$ cat src/rtl/cordic_vec_ctrl.sv
// cordic_vec_ctrl: sequencer for an iterative CORDIC vectoring datapath
// Accepts operands, issues ITERATIONS micro-rotation steps, then holds the result until it is taken.
module cordic_vec_ctrl #(
  parameter int ITERATIONS = 16,
  parameter int IDX_WIDTH  = 4
) (
  input  logic                 clk,
  input  logic                 rst,
  input  logic                 in_valid,
  output logic                 in_ready,
  input  logic                 x_in_neg,
  input  logic                 y_sign,
  output logic                 load,
  output logic                 pre_rot,
  output logic                 iter_en,
  output logic [IDX_WIDTH-1:0] iter_idx,
  output logic                 rot_dir,
  output logic                 out_valid,
  input  logic                 out_ready,
  output logic                 busy
);
  typedef enum logic [1:0] {IDLE, ITER, DONE} state_t;
  localparam logic [IDX_WIDTH-1:0] LAST = IDX_WIDTH'(ITERATIONS - 1);
  state_t state, state_nx;
  logic [IDX_WIDTH-1:0] idx, idx_nx;
  always_ff @(posedge clk) begin
    if (!rst) begin
      state <= IDLE;
      idx   <= '0;
    end else begin
      state <= state_nx;
      idx   <= idx_nx;
    end
  end
  always_comb begin
    state_nx  = state;
    idx_nx    = idx;
    in_ready  = 1'b0;
    load      = 1'b0;
    pre_rot   = 1'b0;
    iter_en   = 1'b0;
    iter_idx  = '0;
    rot_dir   = 1'b0;
    out_valid = 1'b0;
    busy      = 1'b0;
    case (state)
      IDLE: begin
        in_ready = 1'b1;
        load     = in_valid;
        pre_rot  = in_valid & x_in_neg;
        if (in_valid) begin
          idx_nx   = '0;
          state_nx = ITER;
        end
      end
      ITER: begin
        iter_en  = 1'b1;
        iter_idx = idx;
        rot_dir  = y_sign;
        busy     = 1'b1;
        idx_nx   = (idx == LAST) ? '0 : idx + 1'b1;
        state_nx = (idx == LAST) ? DONE : ITER;
      end
      DONE: begin
        out_valid = 1'b1;
        busy      = 1'b1;
        in_ready  = out_ready;
        // retiring and accepting in the same cycle avoids an idle bubble
        if (out_ready) begin
          load     = in_valid;
          pre_rot  = in_valid & x_in_neg;
          idx_nx   = '0;
          state_nx = in_valid ? ITER : IDLE;
        end
      end
      default: state_nx = IDLE;
    endcase
    if (!rst) begin
      in_ready  = 1'b0;
      load      = 1'b0;
      pre_rot   = 1'b0;
      iter_en   = 1'b0;
      iter_idx  = '0;
      rot_dir   = 1'b0;
      out_valid = 1'b0;
      busy      = 1'b0;
    end
  end
endmodule
$ cat config.mk
export PLATFORM = sky130hd
export DESIGN_NAME = cordic_vec_ctrl
export DESIGN_NICKNAME = d
export VERILOG_FILES = /design/src/rtl/cordic_vec_ctrl.sv
export SDC_FILE = /design/constraint.sdc
export NUM_CORES = 1
export LEC_CHECK = 0
export ABC_AREA = 1
export BUFFER_PORTS_ARGS = -buffer_cell sky130_fd_sc_hd__buf_2
export CAP_MARGIN = 10
export CORE_MARGIN = 3
export CORE_UTILIZATION = 41
export CTS_CLUSTER_DIAMETER = 150
export DETAILED_ROUTE_END_ITERATION = 10
export PLACE_DENSITY = 0.69
export SLEW_MARGIN = 20
export SYNTH_ARGS = -nofsm -noshare
export SYNTH_HDL_FRONTEND = slang
export SYNTH_SLANG_ARGS = --single-unit
$ cat constraint.sdc
create_clock -name clk -period 4.07 [get_ports clk]
set_input_delay 0.6105 -clock clk [delete_from_list [all_inputs] [get_ports clk]]
set_output_delay 0.6105 -clock clk [all_outputs]
set_load 0.1 [all_outputs]
* Word level (Yosys, flattened, before mapping) *
Index checks and enable logic that the tools add are counted.

storage, ports and cells
  register bits = 6
  output and inout bits = 11
  logic and storage cells = 41

operators by class
  $add $sub $neg = 1
  equal/unequal tests = 5
  muxes and demuxes = 27
  bitwise operators = 1
  reductions and logical operators = 5

operator list
  operator               number
  $mux W4                5
  $mux W1                14
  $pmux W4 S3            1
  $mux W2                3
  $pmux W1 S2            3
  $pmux W2 S3            1
  $add A4 B1 Y4 const B  1
  $eq A4 B4 Y1 const B   1
  $ne A2 B2 Y1 const B   2
  $reduce_and A3 Y1      1
  $reduce_bool A3 Y1     1
  $eq A2 B1 Y1 const B   1
  $eq A2 B2 Y1 const B   1
  $logic_not A2 Y1       1
  $reduce_and A2 Y1      1
  $reduce_or A2 Y1       1
  $and A1 B1 Y1          1

* Longest topological paths before layout *
Gate-level depths: netlist of the first run.

  depth in word-level cells = 4
  mapped depth = 9
  depth with buffers taken out = 9

* Least setup slack after synthesis of the first run *
No wires, ideal clock.

  kind = input port to output port
  start = input port rst
  end = output port load
  arrival = 3721 ps
  required time = 3459 ps
  setup slack = -261 ps
  cell stages on the path = 3
  buffers on the path = 1
  path through = buf_4 inv_2 nor4_1

between the ends
  word-level cells in the longest chain between the ends = 1

RTL lines
  element      line  RTL
  from (decl)  8     input logic rst,
  $mux W1      78    if (!rst) begin
  to (decl)    13    output logic load,

No other way between the ends.

* Final worst setup path of the first run *
  start = register state[0]
  end = output port load

between the ends
  word-level cells in the longest chain between the ends = 3
  elaborated cells between the ends (all ways) = 4
  classes of those cells = 1 x eq/ne; 2 x mux; 1 x reduce/logical

RTL lines
  element                                                  line  RTL
  from (decl)                                              24    state_t state, state_nx;
  from (signal assigned)                                   31    state <= state_nx;
  $eq A2 B2 Y1 / $logic_not A2 Y1 (equally long branches)  46    case (state)
  $pmux W1 S2 *                                            46
  $mux W1 *                                                78

Mark *: on every way between the ends. The rest lies on a longest branch, timed or not.

==> report_table.html, run 1 <==
<table>
<tr><th>Metric</th><th>Value</th></tr>
<tr><th colspan="2">Run status</th></tr>
<tr><td>Status</td><td>finished, final reports clean</td></tr>
<tr><th colspan="2">Placed design</th></tr>
<tr><td>Worst slack at placement</td><td>1860 ps</td></tr>
<tr><td>Quantity of I/O buffers inserted on ports</td><td>16</td></tr>
<tr><td>DP Wirelength</td><td>a little under 900 um</td></tr>
<tr><td>Routability congestion estimate from global placement</td><td>about 0.73</td></tr>
<tr><th colspan="2">Route</th></tr>
<tr><td>Number of design rule violations left after detail routing</td><td>0</td></tr>
<tr><td>Total iterations of the first detailed-routing run</td><td>4</td></tr>
<tr><td>Vias</td><td>523</td></tr>
<tr><td>Number of vias per cell after detailed routing</td><td>approximately 4.6</td></tr>
<tr><td>DRT Wirelength</td><td>~1100 um</td></tr>
<tr><td>Drt first-iter violations</td><td>12</td></tr>
<tr><td>Routed wire per std cell</td><td>9.40 um</td></tr>
<tr><td>Routed Antenna Nets</td><td>0</td></tr>
<tr><th colspan="2">Clocking</th></tr>
<tr><td>Latest clock arrival within the worst-skew pair</td><td>~250 ps</td></tr>
<tr><td>Cts bufs inserted</td><td>3</td></tr>
<tr><td>Setup repair bufs after CTS</td><td>0</td></tr>
<tr><td>TritonCTS clock tree</td><td>built</td></tr>
<tr><td>H-tree levels</td><td>1</td></tr>
<tr><td>Number of buffers between clock root and the deepest sink</td><td>2</td></tr>
<tr><td>Number of clock sinks</td><td>6</td></tr>
<tr><td>Post-CTS sizing</td><td>0</td></tr>
<tr><td>Number of buffers added to fix hold violations after cts</td><td>0</td></tr>
<tr><td>Clk Tree Root Cell</td><td>clkbuf_4</td></tr>
<tr><td>Clock slew at reported path FFs</td><td>around 50 ps</td></tr>
<tr><th colspan="2">Timing</th></tr>
<tr><td>Relative slew slack</td><td>between 60% and 70%</td></tr>
<tr><td>Finish-stage setup viols</td><td>0</td></tr>
<tr><td>Achievable Freq</td><td>~420 MHz</td></tr>
<tr><td>Slew at the pin closest to its max-slew limit</td><td>about 490 ps</td></tr>
<tr><td>Max-slew violation count</td><td>0</td></tr>
<tr><td>RSZ-0062 raised after global routing</td><td>no</td></tr>
<tr><td>Post-route fraction of the period consumed by the critical path</td><td>approximately three fifths</td></tr>
<tr><td>Setup tns final</td><td>0 ps</td></tr>
<tr><td>Post-route minimum period</td><td>roughly 2400 ps</td></tr>
<tr><td>Minimum setup slack in the final design</td><td>1670 ps</td></tr>
<tr><td>Hold Fails Final Rpt</td><td>0</td></tr>
<tr><td>Worst clock skew</td><td>~9 ps</td></tr>
<tr><th colspan="2">Finish</th></tr>
<tr><td>Combined flip-flop and latch cell area</td><td>about 120 um^2</td></tr>
<tr><td>P&amp;R area growth vs syn</td><td>22.1%</td></tr>
<tr><td>Final antenna diode count</td><td>0</td></tr>
<tr><td>Fin nets</td><td>114</td></tr>
<tr><td>Fraction of final layout cells sized beyond drive strength 1</td><td>around 33%</td></tr>
<tr><td>Number of fillers in the final layout</td><td>approximately 130</td></tr>
<tr><td>Area used by multi-input combinational logic</td><td>approximately 360 um^2</td></tr>
<tr><th colspan="2">Yosys</th></tr>
<tr><td>Average size of a mapped cell</td><td>roughly 6.6 um^2</td></tr>
<tr><td>Synthesized netlist cell count</td><td>between 80 and 90</td></tr>
<tr><td>Synthesis-stage register bit count</td><td>6</td></tr>
<tr><td>Area of the mapped netlist</td><td>roughly 540 um^2</td></tr>
<tr><td>Number of warnings reported in the yosys synthesis log</td><td>0</td></tr>
<tr><td>Seq/Total Area, Yosys</td><td>between 20% and 30%</td></tr>
<tr><td>Post-Synthesis Net Count</td><td>between 90 and 100</td></tr>
<tr><td>Number of different library cells in the post-synthesis netlist</td><td>19</td></tr>
<tr><th colspan="2">Global routing</th></tr>
<tr><td>Number of antenna violations at the first check in global routing</td><td>0</td></tr>
<tr><td>Met3 demand-to-capacity share in global routing</td><td>approximately 6.4%</td></tr>
<tr><td>Vias in the first global route</td><td>450</td></tr>
<tr><td>Peak-usage layer in the global routing report</td><td>met2</td></tr>
<tr><td>Global Route met2 Usage</td><td>20.1%</td></tr>
<tr><td>Wire length of the first global-routing pass</td><td>1860 um</td></tr>
<tr><td>Met1 Track Usage GR</td><td>17.3%</td></tr>
<tr><td>All-layer global routing usage</td><td>13.0%</td></tr>
<tr><td>Pin count of the biggest net entering global routing</td><td>11</td></tr>
<tr><td>Leftover overflow at the end of global routing</td><td>0</td></tr>
<tr><th colspan="2">Pwr</th></tr>
<tr><td>Power per Cell Area</td><td>295 mW/mm^2</td></tr>
<tr><td>Leakage power total</td><td>0.000370 uW</td></tr>
<tr><td>Largest voltage drop on the vdd net</td><td>222 uV</td></tr>
<tr><th colspan="2">Die</th></tr>
<tr><td>Die Y</td><td>42.2 um</td></tr>
<tr><td>Die Width</td><td>42.2 um</td></tr>
<tr><td>Overall die area</td><td>0.00178 mm^2</td></tr>
<tr><td>Number of rows created at floorplan</td><td>12</td></tr>
<tr><td>Top-level I/O count</td><td>17</td></tr>
<tr><td>Floorplan core area</td><td>between 0.001 and 0.0015 mm^2</td></tr>
<tr><td>Initial Utilization</td><td>a little under half</td></tr>
<tr><th colspan="2">Critical path</th></tr>
<tr><td>Delay of the slowest cell on the worst path</td><td>460 ps</td></tr>
<tr><td>Buf/Inv on CP</td><td>2</td></tr>
<tr><td>Required time of the critical path</td><td>around 3500 ps</td></tr>
<tr><td>Top Family by Delay on Critical Path</td><td>buffers and inverters</td></tr>
<tr><td>Critical-path top delay cell</td><td>buf_2</td></tr>
<tr><td>Sequence of cells on the critical path</td><td>inv_1 &gt; ha_1 &gt; nor2_1 &gt; nor4_2 &gt; buf_2</td></tr>
<tr><td>Crit path DAT</td><td>1790 ps</td></tr>
<tr><td>Path type of the worst setup path</td><td>reg2out</td></tr>
<tr><td>Biggest fanout along the worst timing path</td><td>7</td></tr>
<tr><td>Kind of capture point of the worst setup path</td><td>output pin</td></tr>
<tr><td>Setup crit start kind</td><td>flip-flop</td></tr>
<tr><th colspan="2">Min path</th></tr>
<tr><td>Hold Crit Class</td><td>reg2reg</td></tr>
<tr><th colspan="2">Job</th></tr>
<tr><td>Max cap viols</td><td>0</td></tr>
</table>
## cell families (layout without fill, tap and decap cells)
group | after synthesis | after routing | share of synthesized area, %
buf+inv | 17 | 35 | 12.6
flops | 6 | 6 | 22.4
fa+ha+maj | 7 | 7 | 16.3
simple gates | 42 | 42 | 39.4
compound gates | 9 | 9 | 9.32
## layout by cell type (no fill, tap or decap)
cell type,Yosys,routed
o21bai_1,1,1
ha_1,7,7
a21oi_1,6,6
dfxtp_1,6,6
clkbuf_4,0,3
nand2_2,6,6
nor2_4,1,1
nand2_1,13,13
inv_2,3,3
nor4_2,0,1
inv_1,13,13
o21ai_1,1,1
o31ai_1,1,1
nor3_1,1,1
nand2_4,2,2
nand4_1,1,1
buf_2,0,16
nand3_1,6,6
nor2_2,1,1
nor2_1,10,10
## cell type report
class	count	share of cell area [%]
multi-input cells	58	54.2
well taps	14	2.67
repair buffers	16	12.2
flip-flops and latches	6	18.3
clock buffers	3	3.44
inverters	16	9.16
## registers in the layout, summed over array words and instances (netlist names)
name / flops
idx: 4
state: 2
## synth_stat cells (all sizes together)
cell | count | area (um^2)
o21bai | 1 | 7.51
dfxtp | 6 | 120
nor3 | 1 | 5.00
o21ai | 1 | 5.00
inv | 16 | 60.1
a21oi | 6 | 30.0
ha | 7 | 87.6
o31ai | 1 | 7.51
nor4 | 1 | 6.26
nand2 | 21 | 109
buf | 1 | 7.51
nor2 | 12 | 55.1
nand4 | 1 | 6.26
nand3 | 6 | 30.0
## report_power, final
| group | switching, uW | leakage, uW | internal, uW | total, uW |
|---|---|---|---|---|
| clock network | 20.5 | 0.0000138 | 33.3 | 53.8 |
| logic | 58.3 | 0.000307 | 17.1 | 75.4 |
| registers | 2.51 | 0.0000489 | 61.7 | 64.2 |
| total | 81.3 | 0.000370 | 112 | 193 |
## tightest hold or removal path, stage by stage (launching register included)
cell	delay (ps)
dfxtp_1	330
nand3_1	80
o21ai_1	60
## worst paths after layout
path	depth (start not counted)	end	slack [ps]	startpoint
hold / removal	2	idx[1]$_SDFFE_PN0P_	510	idx[1]$_SDFFE_PN0P_
hold reg to reg	2	idx[1]$_SDFFE_PN0P_	510	idx[1]$_SDFFE_PN0P_
setup / recovery	5	load	1670	state[0]$_SDFFE_PN0P_
setup reg to reg	8	idx[1]$_SDFFE_PN0P_	2660	state[0]$_SDFFE_PN0P_
## metal layers
metal | part of all wire (%) | vias up
met2 | 46 | 10
met1 | 48 | 221
met3 | 5.7 | 0
met4 | 0 | 0
met5 | 0 | -
li1 | - | 292
## through the flow
stage / instance area (um^2) / util [%] / hold WS, ps / power, uW / cells
3_3_place_gp: 633 / 54.1 / 504 / 140 / 110
4_1_cts: 656 / 56.0 / 515 / 196 / 113
2_1_floorplan: 543 / - / 479 / 129 / 81
5_1_grt: 656 / 56.0 / 553 / 205 / 113
3_5_place_dp: 633 / 54.1 / 509 / 141 / 110
6_report: 656 / 56.0 / 513 / 193 / 113
(Power assumes the default switching activity.)
==> run 2, diff against run 1 <==
--- a/config.mk
+++ b/config.mk
@@ -5,14 +5,14 @@
 export SDC_FILE = /design/constraint.sdc
 export NUM_CORES = 1
 export LEC_CHECK = 0
-export ABC_AREA = 1
+export ABC_AREA = 0
 export BUFFER_PORTS_ARGS = -buffer_cell sky130_fd_sc_hd__buf_2
 export CAP_MARGIN = 10
-export CORE_MARGIN = 3
-export CORE_UTILIZATION = 41
+export CORE_AREA = 3 3 40 42
 export CTS_CLUSTER_DIAMETER = 150
 export DETAILED_ROUTE_END_ITERATION = 10
-export PLACE_DENSITY = 0.69
+export DIE_AREA = 0 0 43 45
+export PLACE_DENSITY = 0.68
 export SLEW_MARGIN = 20
 export SYNTH_ARGS = -nofsm -noshare
 export SYNTH_HDL_FRONTEND = slang
==> constraint.sdc (replaced) <==
create_clock -name clk -period 1.95 [get_ports clk]
set_input_delay 0.2925 -clock clk [delete_from_list [all_inputs] [get_ports clk]]
set_output_delay 0.2925 -clock clk [all_outputs]
set_load 0.1 [all_outputs]
==> report_table.html, run 2 <==
<table>
<tr><th>Metric</th><th>Value</th></tr>
<tr><th colspan="2">Run status</th></tr>
<tr><td>Status</td><td>finished, final reports clean</td></tr>
<tr><th colspan="2">Route</th></tr>
<tr><td>Drt first-iter violations</td><td>14</td></tr>
<tr><td>DRT Wirelength</td><td>roughly 1200 um</td></tr>
<tr><td>Number of design rule violations left after detail routing</td><td>0</td></tr>
<tr><td>Routed wire per std cell</td><td>~12 um</td></tr>
<tr><td>Total iterations of the first detailed-routing run</td><td>4</td></tr>
<tr><td>Vias</td><td>approximately 520</td></tr>
<tr><td>Number of vias per cell after detailed routing</td><td>around 5.2</td></tr>
<tr><td>Routed Antenna Nets</td><td>0</td></tr>
<tr><th colspan="2">Finish</th></tr>
<tr><td>Max reg flops</td><td>4</td></tr>
<tr><td>Largest regs</td><td>idx: 4 flops, state: 2 flops</td></tr>
<tr><td>Final antenna diode count</td><td>0</td></tr>
<tr><td>Fin nets</td><td>just under 100</td></tr>
<tr><td>Largest register by flop count</td><td>idx</td></tr>
<tr><td>Final instance area</td><td>about 800 um^2</td></tr>
<tr><td>Filler-free cell count of the finished design</td><td>99</td></tr>
<tr><td>P&amp;R area growth vs syn</td><td>60.3%</td></tr>
<tr><td>Commonest cells after routing, fill and taps aside</td><td>buf_12 (8), ha_1 (6), buf_2 (6)</td></tr>
<tr><td>Fraction of final layout cells sized beyond drive strength 1</td><td>between 40% and 50%</td></tr>
<tr><td>Commonest non-fill, non-tap cell in the layout</td><td>buf_12</td></tr>
<tr><th colspan="2">Global routing</th></tr>
<tr><td>Leftover overflow at the end of global routing</td><td>0</td></tr>
<tr><td>Wire length of the first global-routing pass</td><td>1950 um</td></tr>
<tr><td>All-layer global routing usage</td><td>13.3%</td></tr>
<tr><td>Number of antenna violations at the first check in global routing</td><td>0</td></tr>
<tr><td>Pin count of the biggest net entering global routing</td><td>12</td></tr>
<tr><td>Vias in the first global route</td><td>approximately 490</td></tr>
<tr><th colspan="2">Pwr</th></tr>
<tr><td>Final total power</td><td>about 430 uW</td></tr>
<tr><td>Largest voltage drop on the vdd net</td><td>344 uV</td></tr>
<tr><td>Power per Cell Area</td><td>between 500 and 600 mW/mm^2</td></tr>
<tr><td>Leakage power total</td><td>0.000362 uW</td></tr>
<tr><th colspan="2">Critical path</th></tr>
<tr><td>Setup crit start kind</td><td>flip-flop</td></tr>
<tr><td>FF-to-FF setup slack</td><td>approximately 300 ps</td></tr>
<tr><td>Critical-path top delay cell</td><td>dfxtp_1</td></tr>
<tr><td>Crit path DAT</td><td>roughly 1500 ps</td></tr>
<tr><td>Sequence of cells on the critical path</td><td>inv_2 &gt; ha_2 &gt; o21ai_2 &gt; a21oi_4 &gt; and2_2 &gt; buf_12</td></tr>
<tr><td>Path type of the worst setup path</td><td>reg2out</td></tr>
<tr><td>Kind of capture point of the worst setup path</td><td>output pin</td></tr>
<tr><td>Required time of the critical path</td><td>1660 ps</td></tr>
<tr><td>Biggest fanout along the worst timing path</td><td>4</td></tr>
<tr><td>Delay of the slowest cell on the worst path</td><td>390 ps</td></tr>
<tr><td>Count of cells along the worst register-to-register path</td><td>6</td></tr>
<tr><th colspan="2">Yosys</th></tr>
<tr><td>Proportion of synthesized flip-flops having asynchronous set or reset</td><td>0%</td></tr>
<tr><td>Largest area contributor in the netlist</td><td>dfxtp_1</td></tr>
<tr><td>Main combinational cell family by area after synthesis</td><td>simple AND/OR/NAND/NOR gates</td></tr>
<tr><td>Fraction of synthesized cell area taken by the top area cell type</td><td>24.1%</td></tr>
<tr><td>Number of warnings reported in the yosys synthesis log</td><td>0</td></tr>
<tr><td>Post-Synthesis Net Count</td><td>between 70 and 80</td></tr>
<tr><td>Compound-Gate Fraction of Synth Area</td><td>about a quarter</td></tr>
<tr><td>List of most frequent post-synthesis cells</td><td>ha_1 (7), inv_1 (7), dfxtp_1 (6)</td></tr>
<tr><td>Adder-Cell Fraction of Synth Area</td><td>about 18%</td></tr>
<tr><td>Number of synthesized flops with an enable pin</td><td>0</td></tr>
<tr><td>Average size of a mapped cell</td><td>8.03 um^2</td></tr>
<tr><td>Xor/xnor share of the synthesized area</td><td>0%</td></tr>
<tr><td>Seq/Total Area, Yosys</td><td>between 20% and 30%</td></tr>
<tr><td>Simple-gate share of the synthesized area</td><td>about a quarter</td></tr>
<tr><td>Multiplexer share of the synthesized area</td><td>around 4.3%</td></tr>
<tr><td>Area of the mapped netlist</td><td>roughly 500 um^2</td></tr>
<tr><td>Top cells by area, synth</td><td>dfxtp_1 (24%), ha_1 (18%), and3_1 (6.3%)</td></tr>
<tr><td>Synthesis-stage register bit count</td><td>6</td></tr>
<tr><td>Number of different library cells in the post-synthesis netlist</td><td>23</td></tr>
<tr><td>Top_reg_cell synth</td><td>dfxtp_1</td></tr>
<tr><td>Synthesized netlist cell count</td><td>62</td></tr>
<tr><th colspan="2">Timing</th></tr>
<tr><td>Minimum setup slack in the final design</td><td>127 ps</td></tr>
<tr><td>Worst clock skew</td><td>about 7.0 ps</td></tr>
<tr><td>Post-route minimum period</td><td>1820 ps</td></tr>
<tr><td>Setup tns final</td><td>0 ps</td></tr>
<tr><td>Max-slew violation count</td><td>0</td></tr>
<tr><td>Relative slew slack</td><td>67.9%</td></tr>
<tr><td>Post-route fraction of the period consumed by the critical path</td><td>between 90 and 100%</td></tr>
<tr><td>Achievable Freq</td><td>around 550 MHz</td></tr>
<tr><td>Slew at the pin closest to its max-slew limit</td><td>slightly below 500 ps</td></tr>
<tr><td>RSZ-0062 raised after global routing</td><td>no</td></tr>
<tr><td>Finish-stage setup viols</td><td>0</td></tr>
<tr><td>Hold Fails Final Rpt</td><td>0</td></tr>
<tr><th colspan="2">Job</th></tr>
<tr><td>Max cap viols</td><td>0</td></tr>
<tr><th colspan="2">Die</th></tr>
<tr><td>Floorplan core area</td><td>0.00128 mm^2</td></tr>
<tr><td>Die Y</td><td>45 um</td></tr>
<tr><td>Top-level I/O count</td><td>17</td></tr>
<tr><td>Die Width</td><td>~43 um</td></tr>
<tr><td>Initial Utilization</td><td>between 30% and 40%</td></tr>
<tr><td>Overall die area</td><td>~0.0019 mm^2</td></tr>
<tr><td>Number of rows created at floorplan</td><td>13</td></tr>
<tr><th colspan="2">Placed design</th></tr>
<tr><td>Cell area after placement</td><td>around 750 um^2</td></tr>
<tr><td>Worst slack at placement</td><td>approximately 73 ps</td></tr>
<tr><td>Routability congestion estimate from global placement</td><td>between 0.7 and 0.8</td></tr>
<tr><td>Quantity of I/O buffers inserted on ports</td><td>16</td></tr>
<tr><td>DP Wirelength</td><td>around 920 um</td></tr>
<tr><td>Post-Place Cells</td><td>96</td></tr>
<tr><th colspan="2">Min path</th></tr>
<tr><td>Hold Crit Class</td><td>in2reg</td></tr>
<tr><td>Min-Delay Path Depth</td><td>3</td></tr>
<tr><th colspan="2">Clocking</th></tr>
<tr><td>H-tree levels</td><td>1</td></tr>
<tr><td>Clock slew at reported path FFs</td><td>40 ps</td></tr>
<tr><td>Number of clock sinks</td><td>6</td></tr>
<tr><td>Latest clock arrival within the worst-skew pair</td><td>between 200 and 250 ps</td></tr>
<tr><td>Number of buffers added to fix hold violations after cts</td><td>0</td></tr>
<tr><td>TritonCTS clock tree</td><td>built</td></tr>
<tr><td>Clk Tree Root Cell</td><td>clkbuf_4</td></tr>
<tr><td>Setup repair bufs after CTS</td><td>0</td></tr>
<tr><td>Cts bufs inserted</td><td>3</td></tr>
<tr><td>Number of buffers between clock root and the deepest sink</td><td>2</td></tr>
</table>
[run 2: cell types whose count changed in the layout (fill, tap and decap cells not counted), moves of 2 or more]
cell,change
buf_2,-10
nand2_1,-10
buf_12,+8
inv_1,-8
nor2_1,-8
nand2_2,-6
and3_1,+5
a21oi_1,-4
buf_4,+4
o21ai_0,+4
a31oi_1,+2
clkbuf_4,+2
nand2_4,-2
nor2_2,+2
[run 2: logic make-up after synthesis]
family,Yosys count
simple gates,23
compound gates,15
mux,2
buf+inv,9
flops,6
fa+ha+maj,7
[run 2: timing repair]
item | 4_1_cts | 5_1_grt
gates cloned | 0 | 0
hold endpoints to repair | 0 | 0
setup endpoints to repair | 1 | 3
pin swaps | 0 | 1
gates resized for setup | 4 | 8
[run 2: layer usage]
layer	vias to the layer above	GRT usage, %	part of all wire (%)
met4	0	9.04	1.2
met3	2	1.59	4.8
met5	-	0	0
met2	12	23.1	50
li1	264	-	-
met1	239	15.3	44
[run 2: report_power, final]
group          internal [uW]  switching [uW]
registers                129            5.57
logic                   63.9             124
clock network           69.3            39.9
[run 2: final timing paths]
kind | from | end
min | rst | state[0]$_SDFFE_PN0P_
max | state[1]$_SDFFE_PN0P_ | load
min reg2reg | idx[0]$_SDFFE_PN0P_ | idx[0]$_SDFFE_PN0P_
max reg2reg | state[0]$_SDFFE_PN0P_ | idx[2]$_SDFFE_PN0P_
[run 2: cell type report]
class	count	area (um^2)
sequential	6	121
clock buffer	3	22.5
fill	107	487
inverter	8	30.0
timing repair buffer	20	235
multi-input combinational	47	370
tap	15	18.8
[run 2: critical path, delay by kind of cell, from the launching register on]
kind | cells | cell delay, ps
flops | 1 | 390
compound gates | 2 | 260
buf+inv | 2 | 240
simple gates | 1 | 210
fa+ha+maj | 1 | 190
[run 2: stage by stage]
step / utilization [%] / hold WS [ps]
CTS: 60.8 / 477
finish: 62.1 / 477
detailed placement: 58.2 / 502
global placement: 58.2 / 505
global route: 62.1 / 477
floorplan: - / 455
